## config.mk

```make
export PLATFORM = sky130hd
export DESIGN_NAME = pixel_packer
export DESIGN_NICKNAME = d
export VERILOG_FILES = /design/src/rtl/pixel_packer_pkg.sv /design/src/rtl/pixel_packer_axis_out_reg.sv /design/src/rtl/pixel_packer.sv
export SDC_FILE = /design/constraint.sdc
export NUM_CORES = 1
export LEC_CHECK = 0
export ABC_CLOCK_PERIOD_IN_PS = 2000
export BUFFER_PORTS_ARGS = -buffer_cell sky130_fd_sc_hd__buf_4
export CELL_PAD_IN_SITES_DETAIL_PLACEMENT = 0
export CELL_PAD_IN_SITES_GLOBAL_PLACEMENT = 2
export CORE_MARGIN = 2
export CORE_UTILIZATION = 33
export CTS_CLUSTER_SIZE = 8
export DETAILED_ROUTE_END_ITERATION = 7
export GPL_ROUTABILITY_DRIVEN = 0
export PLACE_DENSITY_LB_ADDON = 0.25
export SLEW_MARGIN = 20
export SYNTH_ARGS = -nofsm -noshare
export SYNTH_HDL_FRONTEND = slang
export SYNTH_HIERARCHICAL = 1
export SYNTH_SLANG_ARGS = --single-unit
```

## constraint.sdc

```tcl
create_clock -name out_stream_aclk -period 2 [get_ports out_stream_aclk]
set_input_delay 0.3 -clock out_stream_aclk [delete_from_list [all_inputs] [get_ports out_stream_aclk]]
set_output_delay 0.3 -clock out_stream_aclk [all_outputs]
set_load 0.01 [all_outputs]
```

## src/rtl/pixel_packer_pkg.sv

```systemverilog
// Shared types and helpers for the 24-bit RGB to 32-bit AXI-Stream pixel packer.
package pixel_packer_pkg;

  localparam int PIX_W  = 24;
  localparam int WORD_W = 32;
  localparam int LC_W   = 10;

  typedef enum logic [1:0] {
    PH0 = 2'd0,
    PH1 = 2'd1,
    PH2 = 2'd2,
    PH3 = 2'd3
  } phase_e;

  typedef struct packed {
    logic [WORD_W-1:0] tdata;
    logic              tuser;
    logic              tlast;
  } axis_word_t;

  // Word produced by the pixel arriving in phase ph; in PH0 only an EOL pixel emits, zero-padded.
  function automatic logic [WORD_W-1:0] pack_word(input phase_e ph,
                                                  input logic [PIX_W-1:0] pix,
                                                  input logic [PIX_W-1:0] res);
    case (ph)
      PH0:     pack_word = {8'h00, pix};
      PH1:     pack_word = {pix[7:0], res};
      PH2:     pack_word = {pix[15:0], res[15:0]};
      PH3:     pack_word = {pix, res[7:0]};
      default: pack_word = {8'h00, pix};
    endcase
  endfunction

endpackage

```

## src/rtl/pixel_packer_axis_out_reg.sv

```systemverilog
// One-word AXI-Stream holding stage: loads a word, holds it until the consumer takes it.
module pixel_packer_axis_out_reg
  import pixel_packer_pkg::*;
(
  input  logic       i_clk,
  input  logic       i_rst_n,
  input  logic       i_load,
  input  axis_word_t i_word,
  input  logic       i_ready,
  output logic       o_valid,
  output axis_word_t o_word
);

  logic       r_valid;
  axis_word_t r_word;

  // Holding register; contents only change on a load so they stay stable under backpressure.
  always_ff @(posedge i_clk or negedge i_rst_n) begin
    if (!i_rst_n) begin
      r_valid <= 1'b0;
      r_word  <= '0;
    end else if (i_load) begin
      r_valid <= 1'b1;
      r_word  <= i_word;
    end else if (i_ready) begin
      r_valid <= 1'b0;
    end else begin
      r_valid <= r_valid;
    end
  end

  assign o_valid = r_valid;
  assign o_word  = r_word;

endmodule

```

## src/rtl/pixel_packer.sv

```systemverilog
// Packs 24-bit RGB pixels into 32-bit AXI-Stream words (4 pixels -> 3 words) with
// SOF/EOL framing, downstream backpressure and a sticky misalignment flag.
module pixel_packer
  import pixel_packer_pkg::*;
#(
  parameter int X_PIXELS = 640,
  parameter int Y_SIZE   = 480
) (
  input  logic              out_stream_aclk,
  input  logic              periph_resetn,
  input  logic [PIX_W-1:0]  in_tdata,
  input  logic              in_tvalid,
  output logic              in_tready,
  input  logic              in_tuser,
  input  logic              in_tlast,
  output logic [WORD_W-1:0] out_stream_tdata,
  output logic [3:0]        out_stream_tkeep,
  output logic              out_stream_tvalid,
  input  logic              out_stream_tready,
  output logic              out_stream_tuser,
  output logic              out_stream_tlast,
  output logic              err_align,
  output logic [LC_W-1:0]   line_count
);

  localparam int CNT_W = $clog2(X_PIXELS + 1);
  localparam logic [CNT_W-1:0] CNT_FULL = CNT_W'(X_PIXELS);
  localparam logic [CNT_W-1:0] CNT_OVER = CNT_W'(X_PIXELS + 1);
  localparam logic [LC_W-1:0]  LC_LAST  = LC_W'(Y_SIZE - 1);

  phase_e           r_phase, w_phase_nxt, w_ph_eff;
  logic [PIX_W-1:0] r_res, w_res_nxt;
  logic             r_sof_pend, w_sof_pend_nxt;
  logic [CNT_W-1:0] r_pix_cnt, w_pix_cnt_nxt, w_pix_cnt_base, w_pix_cnt_inc;
  logic             r_err, w_err_nxt;
  logic [LC_W-1:0]  r_line_cnt, w_line_cnt_nxt;
  logic             w_acc, w_load, w_in_ready, w_sof_mid, w_hs_last;
  logic             w_out_valid;
  axis_word_t       w_word, w_out_word;

  assign w_in_ready = !w_out_valid || out_stream_tready;
  assign w_acc      = in_tvalid && w_in_ready;
  assign w_sof_mid  = in_tuser && (r_phase != PH0);
  assign w_hs_last  = w_out_valid && out_stream_tready && w_out_word.tlast;

  // A mid-line SOF restarts packing, so that pixel is treated as phase 0.
  always_comb begin
    if (w_sof_mid) begin
      w_ph_eff = PH0;
    end else begin
      w_ph_eff = r_phase;
    end
  end

  // Pixels seen in the current line, including the one being accepted; saturates one past a full line.
  always_comb begin
    if (in_tuser) begin
      w_pix_cnt_base = {CNT_W{1'b0}};
    end else begin
      w_pix_cnt_base = r_pix_cnt;
    end
    if (w_pix_cnt_base == CNT_OVER) begin
      w_pix_cnt_inc = CNT_OVER;
    end else begin
      w_pix_cnt_inc = w_pix_cnt_base + CNT_W'(1);
    end
  end

  // Packing next-state: phase, residual, SOF pending, line pixel count and error flag.
  always_comb begin
    w_phase_nxt    = r_phase;
    w_res_nxt      = r_res;
    w_sof_pend_nxt = r_sof_pend;
    w_pix_cnt_nxt  = r_pix_cnt;
    w_err_nxt      = r_err;
    w_load         = 1'b0;
    w_word.tdata   = pack_word(w_ph_eff, in_tdata, r_res);
    w_word.tuser   = r_sof_pend || in_tuser;
    w_word.tlast   = in_tlast;
    if (w_acc) begin
      w_load         = in_tlast || (w_ph_eff != PH0);
      w_sof_pend_nxt = !w_load && (r_sof_pend || in_tuser);
      case (w_ph_eff)
        PH0: begin
          w_res_nxt   = in_tdata;
          w_phase_nxt = PH1;
        end
        PH1: begin
          w_res_nxt[15:0] = in_tdata[23:8];
          w_phase_nxt     = PH2;
        end
        PH2: begin
          w_res_nxt[7:0] = in_tdata[23:16];
          w_phase_nxt    = PH3;
        end
        PH3:     w_phase_nxt = PH0;
        default: w_phase_nxt = PH0;
      endcase
      w_err_nxt = r_err || w_sof_mid ||
                  (in_tlast && ((w_ph_eff != PH3) || (w_pix_cnt_inc != CNT_FULL)));
      if (in_tlast) begin
        w_phase_nxt   = PH0;
        w_res_nxt     = {PIX_W{1'b0}};
        w_pix_cnt_nxt = {CNT_W{1'b0}};
      end else begin
        w_pix_cnt_nxt = w_pix_cnt_inc;
      end
    end else begin
      w_load = 1'b0;
    end
  end

  // Lines completed in the frame; an accepted SOF wins over a same-cycle EOL handshake.
  always_comb begin
    if (w_acc && in_tuser) begin
      w_line_cnt_nxt = {LC_W{1'b0}};
    end else if (w_hs_last) begin
      if (r_line_cnt == LC_LAST) begin
        w_line_cnt_nxt = {LC_W{1'b0}};
      end else begin
        w_line_cnt_nxt = r_line_cnt + LC_W'(1);
      end
    end else begin
      w_line_cnt_nxt = r_line_cnt;
    end
  end

  // State registers.
  always_ff @(posedge out_stream_aclk or negedge periph_resetn) begin
    if (!periph_resetn) begin
      r_phase    <= PH0;
      r_res      <= {PIX_W{1'b0}};
      r_sof_pend <= 1'b0;
      r_pix_cnt  <= {CNT_W{1'b0}};
      r_err      <= 1'b0;
      r_line_cnt <= {LC_W{1'b0}};
    end else begin
      r_phase    <= w_phase_nxt;
      r_res      <= w_res_nxt;
      r_sof_pend <= w_sof_pend_nxt;
      r_pix_cnt  <= w_pix_cnt_nxt;
      r_err      <= w_err_nxt;
      r_line_cnt <= w_line_cnt_nxt;
    end
  end

  pixel_packer_axis_out_reg u_out_reg (
    .i_clk   (out_stream_aclk),
    .i_rst_n (periph_resetn),
    .i_load  (w_load),
    .i_word  (w_word),
    .i_ready (out_stream_tready),
    .o_valid (w_out_valid),
    .o_word  (w_out_word)
  );

  assign in_tready         = w_in_ready;
  assign out_stream_tvalid = w_out_valid;
  assign out_stream_tdata  = w_out_word.tdata;
  assign out_stream_tuser  = w_out_word.tuser;
  assign out_stream_tlast  = w_out_word.tlast;
  assign out_stream_tkeep  = 4'hF;
  assign err_align         = r_err;
  assign line_count        = r_line_cnt;

endmodule

```

=== Word-level counts from Yosys, hierarchy flattened ===
Index checks and enable logic that the tools add are counted.

* Logic and storage cells: 64
* Flip-flop bits (word level): 83
* Input port bits: 30

* Eq/ne operators: 7
* Multiplexer cells: 17
* Add/sub/neg operators: 2
* Reduce and logical (&&, ||, !) cells: 26

{| class="wikitable"
|+ Operator list
! kind !! number
|-
| one-hot mux 32 bit (4 select lines) || 1
|-
| two-way mux 10 bit || 6
|-
| two-way mux 24 bit || 1
|-
| one-hot mux 8 bit (3 select lines) || 1
|-
| adder 10 x 1 -> 10 bit, second input constant || 2
|-
| one-hot mux 8 bit (2 select lines) || 1
|-
| equality test 10 bit, second input constant || 1
|-
| equality test 10 x 9 -> 1 bit, second input constant || 1
|-
| inequality test 10 bit, second input constant || 1
|-
| nonzero test 2 bit || 5
|-
| two-way mux 8 bit || 1
|-
| one-hot mux 2 bit (4 select lines) || 1
|-
| logical AND 1 bit || 7
|-
| logical OR 1 bit || 6
|-
| AND reduction 2 bit || 3
|-
| equality test 2 bit, second input constant || 2
|-
| two-way mux 2 bit || 2
|-
| nonzero test 4 bit || 1
|-
| two-way mux 1 bit || 3
|-
| nonzero test 3 bit || 1
|-
| equality test 2 x 1 -> 1 bit, second input constant || 1
|-
| zero test 1 bit || 2
|-
| zero test 2 bit || 1
|-
| inequality test 2 bit, second input constant || 1
|}

=== Depth between registers and ports, before layout ===
Gate-level depths: netlist of the first run.

* Depth after elaboration: 7
* Depth in mapped cells: 12
* Depth with buffers taken out: 8

=== Modules after synthesis ===
The synthesis of the first run kept the hierarchy.

{| class="wikitable"
|+ By module, submodules not included
! module !! area each (um^2) !! times used !! sequential area each (um^2) !! cells each
|-
| pixel_packer || 3439.5 || 1 || 1201.2 || 396
|-
| pixel_packer_axis_out_reg || 1450.1 || 1 || 875.8 || 75
|}

=== Worst setup path after synthesis of the first run ===
OpenSTA, ideal clock, no wires.

* Kind: in2reg
* Start: in in_tuser
* End: reg u_out_reg.r_word (netlist bit u_out_reg/o_word[3])
* Slack: -0.515 ns
* Setup time: 0.125 ns
* Data required time: 1.875 ns
* Arrival: 2.390 ns
* Stages on the path: 12
* Path through: clkbuf_1 -> buf_2 -> nand2b_1 -> inv_1 -> ha_1 -> buf_2 -> or2_2 -> clkbuf_1 -> nor2_1 -> nor2_1 -> a22o_1 -> mux2_4

{| class="wikitable"
|+ RTL lines
! what !! RTL line !! source
|-
| start, declared || pixel_packer.sv:14 || <nowiki>input logic in_tuser,</nowiki>
|-
| end signal, assigned || pixel_packer_axis_out_reg.sv:24 || <nowiki>r_word <= i_word;</nowiki>
|-
| end, declared || pixel_packer_axis_out_reg.sv:15 || <nowiki>axis_word_t r_word;</nowiki>
|}

==> impl_metrics.prom, run 1 <==
# TYPE chip_impl_metric gauge
chip_impl_info{name="post-synth-top-area-cell",value="sky130_fd_sc_hd__dfrtp_1"} 1
chip_impl_metric{name="timing.hold.ws",unit="ps"} -38.4
chip_impl_metric{name="max_clock_freq",unit="MHz"} 527
chip_impl_metric{name="fin_worst_skew",unit="ps"} 7.53
chip_impl_info{name="rsz0062_at_grt",value="no"} 1
chip_impl_metric{name="grt_pass1_wl",unit="mm"} 22.1
chip_impl_info{name="critPathKind",value="flip-flop to flip-flop"} 1
chip_impl_metric{name="antenna_violating_nets_remaining",unit=""} 0
chip_impl_info{name="cts_tree",value="yes"} 1
chip_impl_metric{name="max_stage_delay",unit="ps"} 410
chip_impl_metric{name="cap_violations",unit=""} 0
chip_impl_metric{name="layout.filler_cells",unit=""} 1443
chip_impl_metric{name="total_number_of_nets_in_the_final_design",unit=""} 589
chip_impl_metric{name="cellLeakagePower",unit="nW"} 2.78
chip_impl_metric{name="drt_pass1_iterations",unit=""} 6
chip_impl_metric{name="yosys.area.top_type_share",unit="%"} 42.5
chip_impl_metric{name="worst_ep_arrival",unit="ps"} 2130
chip_impl_metric{name="critical_path.n_buffers_inverters",unit=""} 2
chip_impl_metric{name="n_antenna_cell",unit=""} 0
chip_impl_metric{name="clock_edge_transition_at_the_registers_on_the_reported_setup_and_hold_paths",unit="ps"} 60
chip_impl_metric{name="core-area",unit="um2"} 14500
chip_impl_metric{name="die_w",unit="um"} 126
chip_impl_metric{name="sequential_cell_area",unit="um2"} 2080
chip_impl_metric{name="cts_htree_levels",unit=""} 3
chip_impl_metric{name="placementRows",unit=""} 44
chip_impl_metric{name="postRouteWirelength",unit="mm"} 13.4
chip_impl_metric{name="drv_slew",unit=""} 0
chip_impl_info{name="cp_cell_sequence",value="nand2b_4 > inv_2 > ha_1 > buf_4 > a222oi_1 > mux2i_1 > mux2_4"} 1
chip_impl_metric{name="die_height",unit="um"} 126
chip_impl_info{name="crit_path_end_kind",value="flip-flop"} 1
chip_impl_metric{name="cts.path.max_buffers",unit=""} 2
chip_impl_info{name="hp-class",value="primary input to asynchronous set/reset pin"} 1
chip_impl_metric{name="portBuffers",unit=""} 76
chip_impl_metric{name="pwr_density_cell",unit="nW/um2"} 848
chip_impl_info{name="timing.critical_path.from_type",value="flip-flop"} 1
chip_impl_info{name="violations",value="hold timing"} 1
chip_impl_metric{name="detailedRoute.firstIterationViolations",unit=""} 364
chip_impl_metric{name="first_global_vias",unit=""} 4028
chip_impl_metric{name="grt_util_all_layers",unit="%"} 17.7
chip_impl_metric{name="drc_errors",unit=""} 0
chip_impl_metric{name="post_synth.cell_area_avg",unit="um2"} 10.4
chip_impl_metric{name="fraction_of_layout_cells_with_a_size_suffix_above_1",unit="%"} 32.8
chip_impl_metric{name="crit_path_max_fo",unit=""} 5
chip_impl_metric{name="place_area",unit="um2"} 5810
chip_impl_metric{name="setup_violations",unit=""} 0
chip_impl_metric{name="antenna_found_initial",unit=""} 0
chip_impl_metric{name="required",unit="ps"} 2230
chip_impl_info{name="outcome",value="finished, violations left"} 1
chip_impl_metric{name="synth-edff-count",unit=""} 0
chip_impl_metric{name="place_ws",unit="ps"} -29.8
chip_impl_info{name="synthFlopType",value="sky130_fd_sc_hd__dfrtp_1"} 1
chip_impl_metric{name="yosys_warnings",unit=""} 6
chip_impl_info{name="crit_family",value="multiplexers"} 1
chip_impl_metric{name="grt_start_max_net_pins",unit=""} 84
chip_impl_metric{name="number_of_setup_buffers_added_after_cts",unit=""} 0
chip_impl_metric{name="globalRoute.totalOverflow",unit=""} 0
chip_impl_info{name="cts_root_buffer",value="sky130_fd_sc_hd__clkbuf_16"} 1
chip_impl_metric{name="avgViaCountPerCell",unit=""} 5.38
chip_impl_metric{name="final.period_utilization",unit="%"} 94.9
chip_impl_metric{name="netlist_area_before_placement",unit="um2"} 4890
chip_impl_metric{name="post_synth_inst_count",unit=""} 471
chip_impl_metric{name="layout.core_utilization",unit="%"} 42.0
chip_impl_metric{name="report.final.hold_viol_count",unit=""} 18
chip_impl_metric{name="irDropWorstVdd",unit="V"} 0.000428
chip_impl_metric{name="fraction_of_registers_with_async_set_or_reset_after_synthesis",unit="%"} 100
chip_impl_metric{name="tritoncts_num_sinks",unit=""} 83
chip_impl_info{name="synth.cells.most_frequent",value="sky130_fd_sc_hd__dfrtp_1, sky130_fd_sc_hd__nand2_1, sky130_fd_sc_hd__nor2_1"} 1
chip_impl_metric{name="detailedPlacementHpwl",unit="mm"} 9.25
chip_impl_metric{name="count_of_state_elements_after_synthesis",unit=""} 83
chip_impl_metric{name="fin_tns_setup",unit="ps"} 0
chip_impl_metric{name="drt-wirelength-per-cell",unit="um"} 18.2
chip_impl_metric{name="finalNonFillerCells",unit=""} 739
chip_impl_metric{name="layout.cell_area.non_filler",unit="um2"} 6080
chip_impl_info{name="cpMaxStageDelayCell",value="sky130_fd_sc_hd__dfrtp_1"} 1
chip_impl_metric{name="design.die.area",unit="um2"} 15800
chip_impl_metric{name="hold_buffers",unit=""} 0
chip_impl_metric{name="number_of_clock_buffers_inserted_by_tritoncts",unit=""} 9
chip_impl_info{name="main_area_contributors_after_synthesis",value="sky130_fd_sc_hd__dfrtp_1, sky130_fd_sc_hd__mux2_4, sky130_fd_sc_hd__a22o_1"} 1
chip_impl_metric{name="period_minus_ws_final",unit="ps"} 1900
chip_impl_metric{name="dpl.cell_count",unit=""} 725
chip_impl_metric{name="worst_skew_pair.late_latency",unit="ps"} 350
chip_impl_metric{name="synth_cell_types",unit=""} 54
chip_impl_info{name="post-synth-top-count-cell",value="sky130_fd_sc_hd__dfrtp_1"} 1
chip_impl_metric{name="total_power",unit="mW"} 5.16
chip_impl_metric{name="timing.final.ws_setup",unit="ps"} 101
chip_impl_metric{name="num_io_pins",unit=""} 81
chip_impl_metric{name="flow.area_growth_from_synthesis",unit="%"} 24.4
chip_impl_metric{name="initial_utilization",unit="%"} 33.8
chip_impl_metric{name="ys_seq_area_share",unit="%"} 42.5
chip_impl_metric{name="multi_input_comb_area",unit="um2"} 2560
chip_impl_metric{name="via_count",unit=""} 3979
cells in the final DEF (no fill, tap or decap), types with 3 or more instances in the layout:
cell type,instances
sky130_fd_sc_hd__buf_4,107
sky130_fd_sc_hd__o21ai_0,24
sky130_fd_sc_hd__nand2b_1,5
sky130_fd_sc_hd__a31oi_1,5
sky130_fd_sc_hd__and3_1,7
sky130_fd_sc_hd__inv_1,15
sky130_fd_sc_hd__a21oi_1,11
sky130_fd_sc_hd__dfrtp_1,83
sky130_fd_sc_hd__xor2_1,3
sky130_fd_sc_hd__mux2_2,6
sky130_fd_sc_hd__nand4_1,7
sky130_fd_sc_hd__ha_1,4
sky130_fd_sc_hd__nor2b_1,7
sky130_fd_sc_hd__o31ai_1,16
sky130_fd_sc_hd__buf_12,4
sky130_fd_sc_hd__conb_1,4
sky130_fd_sc_hd__a31o_2,3
sky130_fd_sc_hd__a22o_1,21
sky130_fd_sc_hd__o22ai_1,3
sky130_fd_sc_hd__nor2_1,27
sky130_fd_sc_hd__nand3_1,8
sky130_fd_sc_hd__and2_1,6
sky130_fd_sc_hd__a222oi_1,16
sky130_fd_sc_hd__mux2_4,29
sky130_fd_sc_hd__nor2_4,3
sky130_fd_sc_hd__a22oi_1,17
sky130_fd_sc_hd__nand2_1,39
sky130_fd_sc_hd__or2_2,3
sky130_fd_sc_hd__o21ai_1,5
sky130_fd_sc_hd__mux2i_1,17
sky130_fd_sc_hd__a41oi_1,4
sky130_fd_sc_hd__clkbuf_16,9
what timing repair did:
item / CTS / global route
endpoints found under the setup margin: 0 / 1
endpoints found under the hold margin: 0 / 0
resized for setup: 0 / 2
cell type report:
class,instances,share of cell area [%]
Multi-Input combinational cell,331,42.2
Sequential cell,83,34.1
Timing Repair Buffer,111,14.5
Clock buffer,12,4.22
Tap cell,184,3.78
Inverter,16,0.987
Clock inverter,2,0.206
worst paths after layout:
| kind | start | to | slack (ps) | depth (start not counted) |
|---|---|---|---|---|
| min in group out_stream_aclk | in_tdata[18] | r_res[18] | 220 | 2 |
| worst min-delay path | periph_resetn | u_out_reg/o_word[6] | -40 | 2 |
| worst max-delay path | r_phase[0] | u_out_reg/o_word[19] | 100 | 7 |
| worst min register to register | r_res[11] | r_res[11] | 480 | 2 |
| max in group asynchronous | periph_resetn | r_res[5] | 1630 | 2 |
| worst max register to register | r_phase[0] | u_out_reg/o_word[19] | 100 | 7 |
flip-flops by register name, indices dropped and copies added (netlist names):
| name | count |
|---|---|
| u_out_reg/o_word | 34 |
| line_count | 10 |
| r_pix_cnt | 10 |
| u_out_reg/o_valid | 1 |
| r_phase | 2 |
| r_sof_pend | 1 |
| err_align | 1 |
| r_res | 24 |
metal layers:
| layer | track usage (%) | vias up | wire length [um] |
|---|---|---|---|
| met5 | 0 | - | 0 |
| met4 | 5.10 | 0 | 194 |
| met3 | 4.46 | 13 | 562 |
| met2 | 28.1 | 102 | 6490 |
| met1 | 23.9 | 1948 | 6200 |
| li1 | - | 1916 | - |
kinds of logic after synthesis:
| kind of cell | synth area share [%] |
|---|---|
| adder cells (fa/ha/maj) | 1.79 |
| XOR/XNOR | 0.896 |
| multiplexers | 13.8 |
| buffers and inverters | 6.53 |
| other | 0.0767 |
| AND/OR/NAND/NOR | 13.0 |
| AO/OA/AOI/OAI | 21.4 |
| flip-flops | 42.5 |
power breakdown:
group / total, mW / switching, mW / internal [mW]
logic: 1.45 / 0.673 / 0.780
registers: 2.13 / 0.183 / 1.95
clock network: 1.57 / 0.677 / 0.894
Note: power is estimated with default switching activity, not from simulation.
==> run 2: changes to the inputs <==
--- a/config.mk
+++ b/config.mk
@@ -14,8 +14,9 @@
 export CTS_CLUSTER_SIZE = 8
 export DETAILED_ROUTE_END_ITERATION = 7
 export GPL_ROUTABILITY_DRIVEN = 0
+export HOLD_SLACK_MARGIN = 0.08
 export PLACE_DENSITY_LB_ADDON = 0.25
-export SLEW_MARGIN = 20
+export REMOVE_ABC_BUFFERS = 1
 export SYNTH_ARGS = -nofsm -noshare
 export SYNTH_HDL_FRONTEND = slang
 export SYNTH_HIERARCHICAL = 1
==> impl_metrics.prom, run 2 (same netlist as run 1, synthesis figures left out) <==
# TYPE chip_impl_metric gauge
chip_impl_info{name="outcome",value="completed"} 1
chip_impl_metric{name="tightestPinTransition",unit="ps"} 569
chip_impl_metric{name="via_count",unit=""} 4042
chip_impl_info{name="hp-class",value="primary input to flip-flop"} 1
chip_impl_info{name="cts_root_buffer",value="sky130_fd_sc_hd__clkbuf_16"} 1
chip_impl_metric{name="irDropWorstVdd",unit="V"} 0.000405
chip_impl_metric{name="total_number_of_nets_in_the_final_design",unit=""} 592
chip_impl_metric{name="max_clock_freq",unit="MHz"} 516
chip_impl_info{name="rsz0062_at_grt",value="yes"} 1
chip_impl_metric{name="grt_util_all_layers",unit="%"} 17.6
chip_impl_info{name="critPathKind",value="flip-flop to flip-flop"} 1
chip_impl_metric{name="drt_pass1_iterations",unit=""} 5
chip_impl_metric{name="setup_violations",unit=""} 0
chip_impl_metric{name="slew-limit-headroom",unit="%"} 61.8
chip_impl_metric{name="place_ws",unit="ps"} -68.2
chip_impl_metric{name="number_of_clock_buffers_inserted_by_tritoncts",unit=""} 9
chip_impl_metric{name="antenna_violating_nets_remaining",unit=""} 0
chip_impl_metric{name="detailedRoute.firstIterationViolations",unit=""} 273
chip_impl_metric{name="postRouteWirelength",unit="mm"} 13.6
chip_impl_info{name="mostFrequentLayoutCell",value="sky130_fd_sc_hd__buf_4"} 1
chip_impl_metric{name="fin_worst_skew",unit="ps"} 8.99
chip_impl_metric{name="initial_utilization",unit="%"} 33.8
chip_impl_info{name="crit_path_end_kind",value="flip-flop"} 1
chip_impl_metric{name="critical_path.n_buffers_inverters",unit=""} 2
chip_impl_metric{name="grt_start_max_net_pins",unit=""} 36
chip_impl_metric{name="final.period_utilization",unit="%"} 96.9
chip_impl_metric{name="detailedPlacementHpwl",unit="mm"} 8.94
chip_impl_metric{name="placementRows",unit=""} 44
chip_impl_metric{name="worst_ep_arrival",unit="ps"} 2170
chip_impl_metric{name="globalRoute.totalOverflow",unit=""} 0
chip_impl_metric{name="required",unit="ps"} 2230
chip_impl_metric{name="die_w",unit="um"} 126
chip_impl_metric{name="tritoncts_num_sinks",unit=""} 83
chip_impl_metric{name="pwr_density_cell",unit="nW/um2"} 853
chip_impl_metric{name="cellLeakagePower",unit="nW"} 2.79
chip_impl_metric{name="fin_tns_setup",unit="ps"} 0
chip_impl_metric{name="cts_htree_levels",unit=""} 3
chip_impl_metric{name="max_stage_delay",unit="ps"} 390
chip_impl_metric{name="cts.path.max_buffers",unit=""} 2
chip_impl_metric{name="avgViaCountPerCell",unit=""} 5.43
chip_impl_metric{name="drv_slew",unit=""} 0
chip_impl_metric{name="die_height",unit="um"} 126
chip_impl_metric{name="core-area",unit="um2"} 14500
chip_impl_metric{name="num_io_pins",unit=""} 81
chip_impl_info{name="cp_cell_sequence",value="nand2b_1 > inv_1 > ha_1 > or2_2 > buf_4 > a22oi_1 > o21ai_1 > mux2_4"} 1
chip_impl_metric{name="first_global_vias",unit=""} 3989
chip_impl_info{name="layout.cells.most_common_list",value="sky130_fd_sc_hd__buf_4, sky130_fd_sc_hd__dfrtp_1, sky130_fd_sc_hd__nand2_1"} 1
chip_impl_metric{name="clock_edge_transition_at_the_registers_on_the_reported_setup_and_hold_paths",unit="ps"} 70
chip_impl_info{name="timing.critical_path.from_type",value="flip-flop"} 1
chip_impl_metric{name="timing.final.ws_setup",unit="ps"} 62.5
chip_impl_metric{name="drt-wirelength-per-cell",unit="um"} 18.3
chip_impl_metric{name="layout.core_utilization",unit="%"} 42.1
chip_impl_info{name="cts_tree",value="yes"} 1
chip_impl_metric{name="report.final.hold_viol_count",unit=""} 0
chip_impl_metric{name="flow.area_growth_from_synthesis",unit="%"} 24.8
chip_impl_metric{name="worst_skew_pair.late_latency",unit="ps"} 350
chip_impl_metric{name="period_minus_ws_final",unit="ps"} 1940
chip_impl_metric{name="drc_errors",unit=""} 0
chip_impl_metric{name="grt_pass1_wl",unit="mm"} 22.1
chip_impl_metric{name="portBuffers",unit=""} 76
chip_impl_metric{name="largest_register_ff_count",unit=""} 34
chip_impl_info{name="crit_family",value="flip-flops"} 1
chip_impl_metric{name="total_power",unit="mW"} 5.20
chip_impl_metric{name="cap_violations",unit=""} 0
chip_impl_metric{name="crit_path_max_fo",unit=""} 8
chip_impl_metric{name="fraction_of_layout_cells_with_a_size_suffix_above_1",unit="%"} 32.3
chip_impl_metric{name="antenna_found_initial",unit=""} 0
chip_impl_metric{name="n_antenna_cell",unit=""} 0
chip_impl_info{name="cpMaxStageDelayCell",value="sky130_fd_sc_hd__dfrtp_1"} 1
chip_impl_metric{name="design.die.area",unit="um2"} 15800
## run 2: cell types whose count changed in the layout (fill, tap and decap cells not counted), sizes merged
cell         change
buf              +2
clkbuf           +1
clkinv           -1
clkinvlp         +2
dlygate4sd3      +1
## run 2: layout make-up
class                   count  area [um2]
clock inverters             3        22.5
clock buffers              13         260
inverters                  16        60.1
repair buffers            114         920
fillers                  1434        8380
flip-flops and latches     83        2080
well taps                 184         230
multi-input cells         331        2530
## run 2: worst paths after layout
kind / startpoint / endpoint / slack (ps) / cells after the start
setup / recovery: r_phase[0] / u_out_reg/o_word[13] / 60 / 8
hold / removal: in_tdata[22] / r_res[22] / 230 / 2
setup reg to reg: r_phase[0] / u_out_reg/o_word[13] / 60 / 8
hold reg to reg: r_res[15] / r_res[15] / 480 / 2
max in group asynchronous: periph_resetn / u_out_reg/o_word[22] / 910 / 3
min in group asynchronous: periph_resetn / u_out_reg/o_word[14] / 480 / 2
## run 2: per-stage QoR
step / cell area (um2) / hold WS, ps / cells
3_3_place_gp: 5770 / 318 / 726
5_1_grt: 6100 / 218 / 744
2_1_floorplan: 4640 / 4.41 / 430
4_1_cts: 6070 / 214 / 743
6_report: 6100 / 227 / 744
3_5_place_dp: 5770 / 322 / 726
## run 2: routing by layer
| layer | vias to the layer above | share of wire, % | global-route usage (%) |
|---|---|---|---|
| met5 | - | 0 | 0 |
| met4 | 0 | 2.1 | 7.19 |
| met3 | 21 | 4.3 | 3.14 |
| met2 | 109 | 45 | 26.5 |
| met1 | 1990 | 49 | 25.0 |
| li1 | 1922 | - | - |
## run 2: worst reg2reg max path: cells and delay by family (launching register included)
kind | cells | cell delay [ps]
AO/OA/AOI/OAI | 2 | 290
flip-flops | 1 | 390
AND/OR/NAND/NOR | 2 | 400
buffers and inverters | 2 | 270
multiplexers | 1 | 260
adder cells (fa/ha/maj) | 1 | 220
## run 2: power breakdown
part           switching, mW  total, mW  internal, mW  leakage, nW
clock network          0.701       1.61         0.911        0.128
logic                  0.683       1.46         0.773         1.59
registers              0.184       2.14          1.95         1.08
## run 2: timing repair
| item | in CTS | in global routing |
|---|---|---|
| gates resized for setup | 0 | 8 |
| endpoints found under the hold margin | 33 | 0 |
| hold buffers | 1 | 0 |
| setup buffers | 0 | 1 |
| setup endpoints to repair | 0 | 32 |
==> run 3: changes to the inputs <==
--- a/config.mk
+++ b/config.mk
@@ -10,7 +10,8 @@
 export CELL_PAD_IN_SITES_DETAIL_PLACEMENT = 0
 export CELL_PAD_IN_SITES_GLOBAL_PLACEMENT = 2
 export CORE_MARGIN = 2
-export CORE_UTILIZATION = 33
+export CORE_UTILIZATION = 34
+export CTS_BUF_LIST = sky130_fd_sc_hd__clkbuf_2
 export CTS_CLUSTER_SIZE = 8
 export DETAILED_ROUTE_END_ITERATION = 7
 export GPL_ROUTABILITY_DRIVEN = 0
==> impl_metrics.prom, run 3 (same netlist as run 1, synthesis figures left out) <==
# TYPE chip_impl_metric gauge
chip_impl_metric{name="clock_edge_transition_at_the_registers_on_the_reported_setup_and_hold_paths",unit="ps"} 250
chip_impl_metric{name="detailedPlacementHpwl",unit="mm"} 8.96
chip_impl_metric{name="design.die.area",unit="um2"} 15400
chip_impl_info{name="layout.cells.most_common_list",value="sky130_fd_sc_hd__buf_4, sky130_fd_sc_hd__dfrtp_1, sky130_fd_sc_hd__nand2_1"} 1
chip_impl_info{name="outcome",value="completed"} 1
chip_impl_metric{name="timing.final.ws_setup",unit="ps"} 104
chip_impl_metric{name="slew-limit-headroom",unit="%"} 61.8
chip_impl_metric{name="postRouteWirelength",unit="mm"} 13.6
chip_impl_metric{name="layout.cell_area.non_filler",unit="um2"} 6310
chip_impl_metric{name="drt-wirelength-per-cell",unit="um"} 17.6
chip_impl_metric{name="pwr_density_cell",unit="nW/um2"} 729
chip_impl_metric{name="cts_htree_levels",unit=""} 3
chip_impl_metric{name="flow.area_growth_from_synthesis",unit="%"} 29.0
chip_impl_metric{name="crit_path_max_fo",unit=""} 8
chip_impl_metric{name="die_height",unit="um"} 124
chip_impl_metric{name="required",unit="ps"} 2510
chip_impl_metric{name="grt_start_max_net_pins",unit=""} 37
chip_impl_metric{name="initial_utilization",unit="%"} 35.0
chip_impl_metric{name="drc_errors",unit=""} 0
chip_impl_metric{name="core-area",unit="um2"} 14000
chip_impl_metric{name="detailedRoute.firstIterationViolations",unit=""} 236
chip_impl_metric{name="antenna_violating_nets_remaining",unit=""} 0
chip_impl_metric{name="fraction_of_layout_cells_with_a_size_suffix_above_1",unit="%"} 33.7
chip_impl_metric{name="drv_slew",unit=""} 0
chip_impl_metric{name="num_io_pins",unit=""} 81
chip_impl_metric{name="portBuffers",unit=""} 76
chip_impl_metric{name="worst_ep_arrival",unit="ps"} 2410
chip_impl_metric{name="report.final.hold_viol_count",unit=""} 0
chip_impl_metric{name="cellLeakagePower",unit="nW"} 2.89
chip_impl_metric{name="largest_register_ff_count",unit=""} 34
chip_impl_metric{name="cts.path.max_buffers",unit=""} 2
chip_impl_info{name="mostFrequentLayoutCell",value="sky130_fd_sc_hd__buf_4"} 1
chip_impl_metric{name="multi_input_comb_area",unit="um2"} 2570
chip_impl_info{name="timing.critical_path.from_type",value="flip-flop"} 1
chip_impl_metric{name="via_count",unit=""} 4167
chip_impl_metric{name="irDropWorstVdd",unit="V"} 0.000272
chip_impl_metric{name="drt_pass1_iterations",unit=""} 5
chip_impl_metric{name="layout.filler_cells",unit=""} 1410
chip_impl_info{name="crit-reg2reg-launch",value="r_phase[0]"} 1
chip_impl_metric{name="n_antenna_cell",unit=""} 0
chip_impl_metric{name="setup_violations",unit=""} 0
chip_impl_metric{name="place_area",unit="um2"} 5790
chip_impl_metric{name="globalRoute.totalOverflow",unit=""} 0
chip_impl_metric{name="place_ws",unit="ps"} -113
chip_impl_metric{name="period_minus_ws_final",unit="ps"} 1900
chip_impl_metric{name="first_global_vias",unit=""} 4043
chip_impl_info{name="worst_setup_path_startpoint",value="r_phase[0]"} 1
chip_impl_metric{name="max_clock_freq",unit="MHz"} 527
chip_impl_info{name="critPathKind",value="flip-flop to flip-flop"} 1
chip_impl_metric{name="grt_pass1_wl",unit="mm"} 21.6
chip_impl_metric{name="die_w",unit="um"} 124
chip_impl_metric{name="number_of_clock_buffers_inserted_by_tritoncts",unit=""} 9
chip_impl_metric{name="fin_worst_skew",unit="ps"} 26.8
chip_impl_metric{name="placementRows",unit=""} 43
chip_impl_info{name="cts_tree",value="yes"} 1
chip_impl_metric{name="tritoncts_num_sinks",unit=""} 83
chip_impl_metric{name="cap_violations",unit=""} 0
chip_impl_metric{name="layout.core_utilization",unit="%"} 45.1
chip_impl_info{name="crit_path_end_kind",value="flip-flop"} 1
chip_impl_metric{name="sequential_cell_area",unit="um2"} 2080
chip_impl_info{name="cts_root_buffer",value="sky130_fd_sc_hd__clkbuf_2"} 1
chip_impl_metric{name="final.period_utilization",unit="%"} 94.8
chip_impl_info{name="hp-class",value="primary input to asynchronous set/reset pin"} 1
chip_impl_metric{name="grt_util_all_layers",unit="%"} 18.3
chip_impl_metric{name="worst_skew_pair.late_latency",unit="ps"} 590
chip_impl_metric{name="dpl.cell_count",unit=""} 723
chip_impl_metric{name="total_number_of_nets_in_the_final_design",unit=""} 623
chip_impl_metric{name="tightestPinTransition",unit="ps"} 570
chip_impl_metric{name="avgViaCountPerCell",unit=""} 5.40
chip_impl_metric{name="finalNonFillerCells",unit=""} 771
chip_impl_metric{name="antenna_found_initial",unit=""} 0
[run 3: layout make-up]
cell class | instances | area share, %
Multi-Input combinational cell | 331 | 40.8
Sequential cell | 83 | 32.9
Timing Repair Buffer | 145 | 20.0
Tap cell | 180 | 3.57
Clock buffer | 12 | 0.952
Inverter | 16 | 0.952
Clock inverter | 4 | 0.813
[run 3: metal layers]
layer / wire length [um] / vias up / global-route usage, % / share of wire, %
li1: - / 1986 / - / -
met1: 6440 / 2066 / 25.3 / 47
met2: 6470 / 106 / 29.0 / 48
met3: 549 / 9 / 4.81 / 4.0
met4: 107 / 0 / 3.86 / 0.79
met5: 0 / - / 0 / 0
[run 3: through the flow]
step | setup TNS, ps | total power [mW] | hold WS [ps]
after floorplan | -81340 | 2.91 | 4.41
after global placement | -504 | 3.60 | 292
after detailed placement | -1500 | 3.62 | 302
after CTS | 0 | 4.62 | 124
after global routing | -3.46 | 4.91 | 125
final | 0 | 4.60 | 165
[run 3: what timing repair did]
action,4_1_cts,5_1_grt
gates resized for setup,3,18
hold endpoints to repair,123,0
cloned,0,1
hold buffers,27,0
setup buffers,2,2
pin swaps,0,1
endpoints found under the setup margin,14,25
[run 3: critical path, cell delays in order (launching register included)]
cell	delay, ps
sky130_fd_sc_hd__dfrtp_1	440
sky130_fd_sc_hd__nand2b_1	110
sky130_fd_sc_hd__inv_1	90
sky130_fd_sc_hd__ha_2	210
sky130_fd_sc_hd__or2_4	280
sky130_fd_sc_hd__buf_8	160
sky130_fd_sc_hd__a22oi_2	170
sky130_fd_sc_hd__o21ai_0	100
sky130_fd_sc_hd__mux2_4	270
[run 3: power breakdown]
part | switching (mW) | internal (mW) | total (mW) | leakage [nW]
logic | 0.702 | 0.846 | 1.55 | 1.74
clock network | 0.616 | 0.304 | 0.920 | 0.0722
registers | 0.185 | 1.95 | 2.13 | 1.08
total | 1.50 | 3.10 | 4.60 | 2.89
[run 3: final timing paths]
kind	slack (ps)	to	cells after the start
min reg2reg	510	r_res[12]	2
max in group asynchronous	1170	r_pix_cnt[5]	3
max	100	u_out_reg/o_word[15]	8
min	170	u_out_reg/o_word[30]	2
max reg2reg	100	u_out_reg/o_word[15]	8
min in group out_stream_aclk	170	u_out_reg/o_word[1]	4
